===== config.mk =====
export PLATFORM = sky130hd
export DESIGN_NAME = mem_arbiter
export DESIGN_NICKNAME = d
export VERILOG_FILES = /design/src/rtl/mem_arb_pkg.sv /design/src/rtl/rr_picker.sv /design/src/rtl/mem_arbiter.sv
export SDC_FILE = /design/constraint.sdc
export NUM_CORES = 1
export LEC_CHECK = 0
export BUFFER_PORTS_ARGS = -buffer_cell sky130_fd_sc_hd__buf_2
export CAP_MARGIN = 20
export CORE_MARGIN = 1.5
export CORE_UTILIZATION = 55
export CTS_BUF_LIST = sky130_fd_sc_hd__clkbuf_2 sky130_fd_sc_hd__clkbuf_4 sky130_fd_sc_hd__clkbuf_8
export CTS_CLUSTER_SIZE = 30
export DETAILED_ROUTE_END_ITERATION = 8
export GPL_ROUTABILITY_DRIVEN = 1
export PLACE_DENSITY = 0.84
export SYNTH_ARGS = -nofsm -noshare
export SYNTH_HDL_FRONTEND = slang
export SYNTH_SLANG_ARGS = --single-unit

===== constraint.sdc =====
create_clock -name clk -period 2.55 [get_ports clk]
set_input_delay 0.255 -clock clk [delete_from_list [all_inputs] [get_ports clk]]
set_output_delay 0.255 -clock clk [all_outputs]
set_load 0.03 [all_outputs]

===== src/rtl/mem_arb_pkg.sv =====
// Shared types and constants for the three-requester memory arbiter.
// Holds the FSM state type, requester indices and the default abort timeout.
package mem_arb_pkg;

  typedef enum logic [1:0] {
    IDLE = 2'd0,
    BUSY = 2'd1,
    DONE = 2'd2
  } state_t;

  localparam logic [1:0] REQ_FETCH = 2'd0;
  localparam logic [1:0] REQ_LOAD  = 2'd1;
  localparam logic [1:0] REQ_STORE = 2'd2;

  localparam int TIMEOUT_DEFAULT = 15;

  function automatic logic [2:0] onehot3(input logic [1:0] idx);
    onehot3 = 3'b001 << idx;
  endfunction

endpackage


===== src/rtl/rr_picker.sv =====
// Combinational round-robin picker over three requesters.
// Priority starts at (last_grant+1) mod 3 and wraps around.
module rr_picker
  import mem_arb_pkg::*;
(
  input  logic [2:0] req,
  input  logic [1:0] last_grant,
  output logic [1:0] grant,
  output logic       valid
);

  logic [1:0] pos;

  always_comb begin
    // NOTE: every output of a combinational block gets a default first, so no path leaves it unassigned and no latch is inferred.
    grant = REQ_FETCH;
    valid = 1'b0;
    pos   = 2'd0;
    // Walk from lowest to highest priority so the highest-priority hit is written last.
    for (int k = 3; k >= 1; k--) begin
      pos = 2'((int'(last_grant) + k) % 3);
      if (req[pos]) begin
        grant = pos;
        valid = 1'b1;
      end
    end
  end

endmodule


===== src/rtl/mem_arbiter.sv =====
// Round-robin arbiter granting one of three requesters a memory transaction,
// with a bounded wait for mem_ack and an error pulse on timeout.
module mem_arbiter
  import mem_arb_pkg::*;
#(
  parameter int TIMEOUT = TIMEOUT_DEFAULT
) (
  input  logic       clk,
  input  logic       rst,
  input  logic [2:0] req,
  input  logic       mem_ack,
  output logic       sel_first,
  output logic       sel_second,
  output logic       sel_third,
  output logic       mem_req,
  output logic       mem_we,
  output logic [2:0] done,
  output logic       err
);

  localparam int             CW        = $clog2(TIMEOUT + 1);
  localparam logic [CW-1:0]  LAST_WAIT = CW'(TIMEOUT - 1);

  state_t        state;
  logic [1:0]    grant;
  logic [1:0]    last_grant;
  logic [CW-1:0] wait_cnt;
  logic [2:0]    sel;
  logic [1:0]    pick;
  logic          pick_valid;

  rr_picker u_picker (
    .req        (req),
    .last_grant (last_grant),
    .grant      (pick),
    .valid      (pick_valid)
  );

  assign sel_first  = sel[0];
  assign sel_second = sel[1];
  assign sel_third  = sel[2];

  // All outputs are registered alongside the state, so req and mem_ack never reach a pin combinationally.
  always_ff @(posedge clk) begin
    // NOTE: sequential state uses non-blocking assignments so every register samples pre-edge values.
    if (rst) begin
      state      <= IDLE;
      grant      <= REQ_FETCH;
      last_grant <= REQ_STORE;
      wait_cnt   <= '0;
      sel        <= '0;
      mem_req    <= 1'b0;
      mem_we     <= 1'b0;
      done       <= '0;
      err        <= 1'b0;
    end else begin
      case (state)
        IDLE: begin
          if (pick_valid) begin
            state    <= BUSY;
            grant    <= pick;
            wait_cnt <= '0;
            sel      <= onehot3(pick);
            mem_req  <= 1'b1;
            mem_we   <= (pick == REQ_STORE);
          end
        end
        BUSY: begin
          // An ack on the last allowed cycle still counts as success.
          if (mem_ack || (wait_cnt == LAST_WAIT)) begin
            state   <= DONE;
            mem_req <= 1'b0;
            done    <= onehot3(grant);
            err     <= ~mem_ack;
          end else begin
            wait_cnt <= wait_cnt + 1'b1;
          end
        end
        DONE: begin
          state      <= IDLE;
          last_grant <= grant;
          sel        <= '0;
          mem_we     <= 1'b0;
          done       <= '0;
          err        <= 1'b0;
        end
        default: begin
          state   <= IDLE;
          sel     <= '0;
          mem_req <= 1'b0;
          mem_we  <= 1'b0;
          done    <= '0;
          err     <= 1'b0;
        end
      endcase
    end
  end

endmodule


==> impl_metrics.json <==
{
  "comb_power_share_pct": 21.8,
  "slew_viol_final": 0,
  "synth_area_leaders": "dfxtp_1 36%, ha_1 7.5%, mux2i_1 6.0%, nor2_1 5.6%, a21oi_1 4.5%",
  "core_region_area_mm2": 0.00173,
  "hold_violations": 0,
  "vias": 856,
  "pwr-share-clk_pct": 28.1,
  "ys_warn_count": 0,
  "crit_type": "flop to flop",
  "synth-edff-count": 0,
  "cp_max_fo": 8,
  "cts_sinks": 18,
  "wirelength_um": 2000,
  "worst-r2r-cell-count": 7,
  "yosysMostFrequentCell": "dfxtp_1",
  "busiest_layer": "met2",
  "cpPeakStageDelay_ns": 0.44,
  "syn_inst": 115,
  "grtUsageTotal_pct": 21.3,
  "area_growth_pct": 11.2,
  "syn-mean-instance-area_um2": 8.71,
  "async_reset_ff_share_pct": 0,
  "cts_setup_buffers": 0,
  "slew_headroom_pct": 70.4,
  "grt_pass1_vias": 754,
  "io_buffers": 14,
  "period_minus_slack_ns": 2.08,
  "overflow": 0,
  "reg2reg_to": "sel[0]$_SDFFE_PP0P_",
  "reg2reg_slack_ns": 0.47,
  "place_hpwl_um": 1480,
  "crit_slowest_cell": "ha_1",
  "rows": 15,
  "clock_latency_ns": 0.30,
  "rsz0062_at_grt": "no",
  "power.leakage_nw": 0.482,
  "via_per_inst": 5.52,
  "start_util_pct": 58.0,
  "synth_cell_types": 37,
  "worst_pin_slew_ns": 0.441,
  "p_switching_uw": 187,
  "post-synth-top-area-cell": "dfxtp_1",
  "fin_tns_setup_ns": 0,
  "use_met3_pct": 5.95,
  "synth_seq_cells": 18,
  "cts.path.max_buffers": 2,
  "maxCapViolations": 0,
  "hold_buffers": 0,
  "post_drt_wl_per_cell_um": 12.9,
  "synth-seq-area-share_pct": 36.0,
  "critPathRequiredTime_ns": 2.78,
  "period_share_pct": 81.6,
  "crit_chain": "inv_1, ha_1, inv_1, o2111ai_1, a31oi_1, or3_1, a211oi_2",
  "r2r_start": "last_grant[0]$_SDFFE_PP0N_",
  "grt_pass1_wl_um": 3190,
  "p_sw_share_pct": 30.0,
  "status": "finished clean",
  "timing.fmax_mhz": 481,
  "hp-start": "mem_ack",
  "synth_area_mm2": 0.00100,
  "cp-start-kind": "flop",
  "post-route-drc-count": 0,
  "nets": 143,
  "die_x_um": 45.7,
  "cts_tree": "done",
  "grt_use_met2_pct": 38.6,
  "p_per_area_mw_per_mm2": 558,
  "yosysTopAreaCellShare_pct": 36.0,
  "root_buffer": "clkbuf_4",
  "gp_congestion": 0.875,
  "crit_path_frequent_cell": "inv_1",
  "antenna_found_initial": 0,
  "endpoint_kind": "flop",
  "drtAntennaViolNets": 0,
  "irDropWorstVdd_uv": 407,
  "synth_common_cells": "18 x dfxtp_1, 15 x nor2_1, 9 x a21oi_1",
  "chipHeight_um": 45.7,
  "drive_gt1_share_pct": 21.5,
  "num_antenna_cells": 0,
  "synth_ff_type": "dfxtp_1",
  "cp.arrival_ns": 2.31,
  "gr-usage-met1_pct": 25.1,
  "hold_class": "input pin to flop",
  "power_uw": 622,
  "power_frac_seq_pct": 50.1,
  "numCtsBuffers": 3,
  "cts_htree_levels": 1,
  "synthesis.nets": 127,
  "dieArea_mm2": 0.00209,
  "cts-resized-gates": 0,
  "finalSetupViolCount": 0,
  "drt_iter0_drc": 18,
  "internal-power_uw": 436,
  "clkTransAtPathRegs_ns": 0.10,
  "ios": 15,
  "grt_max_degree": 19,
  "cp-startpoint": "last_grant[0]$_SDFFE_PP0N_",
  "clock_skew_ns": 0.00615,
  "dr.pass1.iters": 4,
  "endpoint": "sel[0]$_SDFFE_PP0P_"
}
==> layout by cell type, fill, tap and decap left out, types with 3 or more instances in the layout <==
master    synthesis  routed
a21oi_1           9       9
nand2b_1          6       6
inv_1             5       5
nor2_1           15      15
mux2i_1           6       6
clkbuf_4          0       3
buf_2             0      14
nand2_1           6       6
dfxtp_1          18      18
nand3_1           3       3
a31oi_1           3       3
ha_1              6       6
nor3_1            7       7
o21ai_0           3       3
==> layout make-up <==
cell class                      count  area [um2]
Tap cell                           25        31.3
Fill cell                         153         612
Inverter                            5        18.8
Sequential cell                    18         360
Clock buffer                        4        36.3
Timing Repair Buffer               14        70.1
Multi-Input combinational cell     89         598
==> worst min path at each step <==
stage	end	slack (ns)	cells past startpoint
final	err$_SDFFE_PP0P_	0.28	4
after global routing	err$_SDFFE_PP0P_	0.30	4
after CTS	err$_SDFFE_PP0P_	0.28	4
after detailed placement	mem_req$_SDFFE_PP0P_	0.45	2
after global placement	sel[0]$_SDFFE_PP0P_	0.46	2
after floorplan	sel[0]$_SDFFE_PP0P_	0.46	2
==> layer usage <==
metal / share of wire, % / wire, um
met1: 45 / 902
met2: 50 / 997
met3: 5.1 / 103
met4: 0 / 0
met5: 0 / 0
==> flip-flops by register name, summed over array words and instances (netlist names) <==
| name | cells |
|---|---|
| state | 2 |
| grant | 2 |
| mem_req | 1 |
| err | 1 |
| done | 3 |
| last_grant | 2 |
| sel | 3 |
| wait_cnt | 4 |
==> kinds of logic after synthesis <==
logic type | after synthesis | share of synthesized area (%)
mux | 7 | 7.12
flops | 18 | 36.0
compound gates | 28 | 20.2
buf+inv | 8 | 4.37
xor+xnor | 2 | 1.75
simple gates | 46 | 23.1
fa+ha+maj | 6 | 7.49
==> worst max-delay path, delay by kind of cell (launching register included) <==
kind            cells  cell delay (ns)
simple gates        1             0.36
buf+inv             2             0.21
fa+ha+maj           1             0.44
compound gates      3             0.62
flops               1             0.39
==> power groups by stage <==
stage	registers (mW)	logic, mW	clock network (mW)
6_report	0.312	0.136	0.174
5_1_grt	0.315	0.147	0.190
4_1_cts	0.312	0.135	0.179
3_5_place_dp	0.318	0.133	0
3_3_place_gp	0.317	0.131	0
2_1_floorplan	0.332	0.0881	0
==> stage by stage <==
stage               hold WS (ns)  cell area (um2)  util [%]  worst slack, ns  cells
floorplan                  0.462             1000         -            0.665    115
global placement           0.458             1080      62.5            0.593    151
detailed placement         0.455             1080      62.5            0.527    151
CTS                        0.280             1110      64.6            0.477    155
global route               0.298             1110      64.6            0.306    155
finish                     0.281             1110      64.6            0.470    155
Power figures use the tool's default switching activity.
